File: src/rtl/mc_pkg.sv
// rtl/mc_pkg.sv - shared opcode, ALU-control and state encodings for the multicycle controller
package mc_pkg;

    localparam logic [5:0] OP_RTYPE = 6'b000000;
    localparam logic [5:0] OP_LW    = 6'b100011;
    localparam logic [5:0] OP_SW    = 6'b101011;
    localparam logic [5:0] OP_BEQ   = 6'b000100;
    localparam logic [5:0] OP_ADDI  = 6'b001000;
    localparam logic [5:0] OP_J     = 6'b000010;

    localparam logic [1:0] ALUOP_ADD   = 2'b00;
    localparam logic [1:0] ALUOP_SUB   = 2'b01;
    localparam logic [1:0] ALUOP_FUNCT = 2'b10;

    localparam logic [1:0] SRCB_RT     = 2'b00;
    localparam logic [1:0] SRCB_FOUR   = 2'b01;
    localparam logic [1:0] SRCB_IMM    = 2'b10;
    localparam logic [1:0] SRCB_IMM_SH = 2'b11;

    localparam logic [1:0] PCSRC_ALU    = 2'b00;
    localparam logic [1:0] PCSRC_ALUOUT = 2'b01;
    localparam logic [1:0] PCSRC_JUMP   = 2'b10;

    typedef enum logic [3:0] {
        S_FETCH   = 4'd0,
        S_DECODE  = 4'd1,
        S_MEMADR  = 4'd2,
        S_MEMRD   = 4'd3,
        S_MEMWB   = 4'd4,
        S_MEMWR   = 4'd5,
        S_EXECUTE = 4'd6,
        S_ALUWB   = 4'd7,
        S_BRANCH  = 4'd8,
        S_ADDIEX  = 4'd9,
        S_ADDIWB  = 4'd10,
        S_JUMP    = 4'd11
    } state_t;

endpackage

File: src/rtl/mc_control_fsm.sv
// rtl/mc_control_fsm.sv - multicycle main controller sequencing ALU, memory, PC and register file
module mc_control_fsm
    import mc_pkg::*;
#(
    parameter bit USE_MEM_READY = 1'b1
) (
    input  logic       clk,
    input  logic       reset,
    input  logic [5:0] opcode,
    input  logic       mem_ready,
    output logic       PCWrite,
    output logic       PCWriteCond,
    output logic       IorD,
    output logic       MemRead,
    output logic       MemWrite,
    output logic       IRWrite,
    output logic       MemtoReg,
    output logic       RegDst,
    output logic       RegWrite,
    output logic       ALUSrcA,
    output logic [1:0] ALUSrcB,
    output logic [1:0] ALUOp,
    output logic [1:0] PCSource,
    output logic       illegal_op,
    output logic [3:0] state_dbg
);

    state_t state, next_state;
    logic   rdy;

    assign rdy       = USE_MEM_READY ? mem_ready : 1'b1;
    assign state_dbg = state;

    always_ff @(posedge clk or posedge reset) begin
        if (reset) state <= S_FETCH;
        else       state <= next_state;
    end

    always_comb begin
        next_state = S_FETCH;
        case (state)
            S_FETCH:  next_state = rdy ? S_DECODE : S_FETCH;
            S_DECODE: begin
                case (opcode)
                    OP_LW, OP_SW: next_state = S_MEMADR;
                    OP_RTYPE:     next_state = S_EXECUTE;
                    OP_BEQ:       next_state = S_BRANCH;
                    OP_ADDI:      next_state = S_ADDIEX;
                    OP_J:         next_state = S_JUMP;
                    default:      next_state = S_FETCH;
                endcase
            end
            S_MEMADR:  next_state = (opcode == OP_LW) ? S_MEMRD : S_MEMWR;
            S_MEMRD:   next_state = rdy ? S_MEMWB : S_MEMRD;
            S_MEMWR:   next_state = rdy ? S_FETCH : S_MEMWR;
            S_EXECUTE: next_state = S_ALUWB;
            S_ADDIEX:  next_state = S_ADDIWB;
            default:   next_state = S_FETCH;
        endcase
    end

    // Gated by reset so a write in flight is withdrawn the instant reset rises.
    always_comb begin
        PCWrite     = 1'b0;
        PCWriteCond = 1'b0;
        IorD        = 1'b0;
        MemRead     = 1'b0;
        MemWrite    = 1'b0;
        IRWrite     = 1'b0;
        MemtoReg    = 1'b0;
        RegDst      = 1'b0;
        RegWrite    = 1'b0;
        ALUSrcA     = 1'b0;
        ALUSrcB     = SRCB_RT;
        ALUOp       = ALUOP_ADD;
        PCSource    = PCSRC_ALU;
        illegal_op  = 1'b0;
        if (!reset) begin
            case (state)
                S_FETCH: begin
                    MemRead = 1'b1;
                    ALUSrcB = SRCB_FOUR;
                    IRWrite = rdy;
                    PCWrite = rdy;
                end
                S_DECODE: begin
                    ALUSrcB = SRCB_IMM_SH;
                    case (opcode)
                        OP_LW, OP_SW, OP_RTYPE, OP_BEQ, OP_ADDI, OP_J: illegal_op = 1'b0;
                        default: illegal_op = 1'b1;
                    endcase
                end
                S_MEMADR, S_ADDIEX: begin
                    ALUSrcA = 1'b1;
                    ALUSrcB = SRCB_IMM;
                end
                S_MEMRD: begin
                    IorD    = 1'b1;
                    MemRead = 1'b1;
                end
                S_MEMWB: begin
                    MemtoReg = 1'b1;
                    RegWrite = 1'b1;
                end
                S_MEMWR: begin
                    IorD     = 1'b1;
                    MemWrite = 1'b1;
                end
                S_EXECUTE: begin
                    ALUSrcA = 1'b1;
                    ALUOp   = ALUOP_FUNCT;
                end
                S_ALUWB: begin
                    RegDst   = 1'b1;
                    RegWrite = 1'b1;
                end
                S_BRANCH: begin
                    ALUSrcA     = 1'b1;
                    ALUOp       = ALUOP_SUB;
                    PCWriteCond = 1'b1;
                    PCSource    = PCSRC_ALUOUT;
                end
                S_ADDIWB: RegWrite = 1'b1;
                S_JUMP: begin
                    PCWrite  = 1'b1;
                    PCSource = PCSRC_JUMP;
                end
                default: ;
            endcase
        end
    end

endmodule

File: config.mk
export PLATFORM = sky130hd
export DESIGN_NAME = mc_control_fsm
export DESIGN_NICKNAME = d
export VERILOG_FILES = /design/src/rtl/mc_pkg.sv /design/src/rtl/mc_control_fsm.sv
export SDC_FILE = /design/constraint.sdc
export NUM_CORES = 1
export LEC_CHECK = 0
export BUFFER_PORTS_ARGS = -buffer_cell sky130_fd_sc_hd__buf_2
export CAP_MARGIN = 20
export CORE_AREA = 4 4 43 45
export DETAILED_ROUTE_END_ITERATION = 16
export DIE_AREA = 0 0 47 49
export PLACE_DENSITY_LB_ADDON = 0.3
export SYNTH_ARGS = -nofsm -noshare
export SYNTH_HDL_FRONTEND = slang
export SYNTH_SLANG_ARGS = --single-unit
File: constraint.sdc
create_clock -name clk -period 1.6 [get_ports clk]
set_input_delay 0.32 -clock clk [delete_from_list [all_inputs] [get_ports clk]]
set_output_delay 0.32 -clock clk [all_outputs]
set_load 0.02 [all_outputs]
==> results.json <==
{
  "clock_path_buffers": 2,
  "hold-worst-slack_ps": 110,
  "r2r_start": "state_dbg[3]$_DFF_PP0_",
  "synth_ff_type": "dfrtp_1",
  "holdCritPathClass": "primary input to asynchronous set/reset pin",
  "crit_path_end_kind": "primary output",
  "core-area_mm2": 0.00147,
  "drc": 0,
  "dp_hpwl_um": 1550,
  "synthArstFlopShare_pct": 100,
  "final_nets": 138,
  "wl_um": 2180,
  "wl_per_cell_um": 15.1,
  "finalCritPeriodShare_pct": 113,
  "drt_iter0_markers": 20,
  "violations": "setup timing",
  "ioPinCount": 30,
  "mostFrequentLayoutCell": "buf_4",
  "grt_max_degree": 14,
  "slew_viol_final": 0,
  "netlist_area_um2": 639,
  "clock_latency_ps": 240,
  "diodes": 0,
  "rsz0062_at_grt": "yes",
  "syn2layout_area_growth_pct": 79.8,
  "slew_headroom_pct": 79.8,
  "dr.pass1.iters": 4,
  "drive_gt1_share_pct": 64.8,
  "synth.area.top_cells": "dfrtp_1 16%, buf_6 5.3%, nor2_1 4.7%",
  "finalHoldViolCount": 0,
  "setup_violations": 16,
  "grt_pass1_wl_um": 3190,
  "cts_buffers": 3,
  "max_freq_mhz": 553,
  "crit_fanout": 4,
  "arrival_ps": 1490,
  "dp_cells": 136,
  "required_ps": 1280,
  "synth_top_area_cell": "dfrtp_1",
  "p_leak_nw": 0.545,
  "via_per_inst": 5.82,
  "rows": 14,
  "clock-root-buffer": "clkbuf_4",
  "cts_sinks": 4,
  "ys_seq_area_share_pct": 15.7,
  "crit_start": "state_dbg[3]$_DFF_PP0_",
  "p_total_uw": 672,
  "ant_nets": 0,
  "ir_drop_mv": 0.303,
  "antenna_found_initial": 0,
  "drv_cap": 0,
  "portBuffers": 29,
  "gp_congestion": 0.814,
  "final_cells": 144,
  "critPathKind": "flip-flop to primary output",
  "ys_ff_latch": 4,
  "dieWidth_um": 47,
  "cts_hold_repair.buffers": 0,
  "die_h_um": 49,
  "synth_top_area_share_pct": 15.7,
  "worst_slack_ps": -207,
  "start_util_pct": 43.5,
  "path_clk_slew_ps": 40,
  "post-route-util_pct": 78.1,
  "yosysUniqueCellTypes": 33,
  "min_period_ps": 1810,
  "most-common-layout-cells": "23 x buf_4, 15 x buf_2, 11 x buf_6",
  "start_kind": "flip-flop",
  "place_ws_ps": -24.8,
  "yosysWarningCount": 0,
  "overflow": 0,
  "htree_levels": 1,
  "syn-num-nets": 92,
  "cts_tree": "done",
  "skew_ps": 5.39,
  "netlist_instances": 83,
  "syn_avg_cell_area_um2": 7.70,
  "dieArea_mm2": 0.00230,
  "tightest_slew_ps": 300,
  "grt_usage_pct": 18.0,
  "via_count": 838,
  "synth_edf_count": 0,
  "status": "finished with violations",
  "power_density_mw_per_mm2": 584,
  "grt_pass1_vias": 764,
  "largest_reg_flops": 4
}
path summary, 6_finish.rpt:
kind	to	slack (ps)	depth (start not counted)
min in group clk	state_dbg[0]$_DFF_PP0_	580	1
worst min-delay path	state_dbg[3]$_DFF_PP0_	110	3
worst max-delay path	PCWrite	-210	4
worst min register to register	state_dbg[0]$_DFF_PP0_	580	1
max in group asynchronous	state_dbg[0]$_DFF_PP0_	1380	3
worst max register to register	state_dbg[1]$_DFF_PP0_	140	5
metrics by stage:
stage	setup TNS (ps)	instance area, um^2
after floorplan	-561	724
after global placement	0	958
after detailed placement	-24.8	958
after CTS	-1590	1060
after global routing	-2490	1150
final	-1520	1150
where the power goes:
part	internal [mW]	switching (mW)	leakage [nW]	total, mW
Sequential	0.112	0.0186	0.0481	0.130
Combinational	0.197	0.205	0.482	0.401
Clock	0.0939	0.0461	0.0150	0.140
cells by family (layout without fill, tap and decap cells):
family                 count (synthesis)  count (layout)  share of synthesized area [%]
AO/OA/AOI/OAI                         15              15                           17.4
XOR/XNOR                               3               3                           4.11
flip-flops                             4               4                           15.7
buffers and inverters                 11              56                           12.3
AND/OR/NAND/NOR                       50              50                           50.5
critical path, cell delays in order (launching register included):
cell and delay [ps]:
dfrtp_2 450, nor4_4 290, nor3b_4 240, or2_4 150, buf_6 110
layer usage:
layer	part of all wire, %	GRT usage, %
met1	38	22.4
met2	54	30.5
met3	6.7	1.48
met4	0.87	6.91
met5	0	0
Yosys cell counts, types with 2 or more instances:
library cell,instances
inv_1,2
and3_1,3
dfrtp_1,4
xor2_1,3
nor2_1,8
nor4b_2,2
o211a_1,2
a21oi_1,2
buf_6,3
nand2b_1,4
buf_2,3
nand2_1,7
buf_4,3
nor3_1,5
or3_1,2
nand4b_1,3
nor2b_1,4
nor4_1,3
o21ai_0,5
nand3b_1,2
what timing repair did:
item	in CTS	in global routing
endpoints found under the setup margin	16	16
setup buffers	0	4
resized for setup	25	16
pin swaps	0	1
final cells by class:
class / instances / area (um^2)
clock buffers: 4 / 26.3
fillers: 100 / 322
inverters: 2 / 7.51
multi-input cells: 68 / 599
flip-flops and latches: 4 / 105
well taps: 16 / 20.0
repair buffers: 50 / 392
No activity file was read; power rests on OpenSTA's default activity.
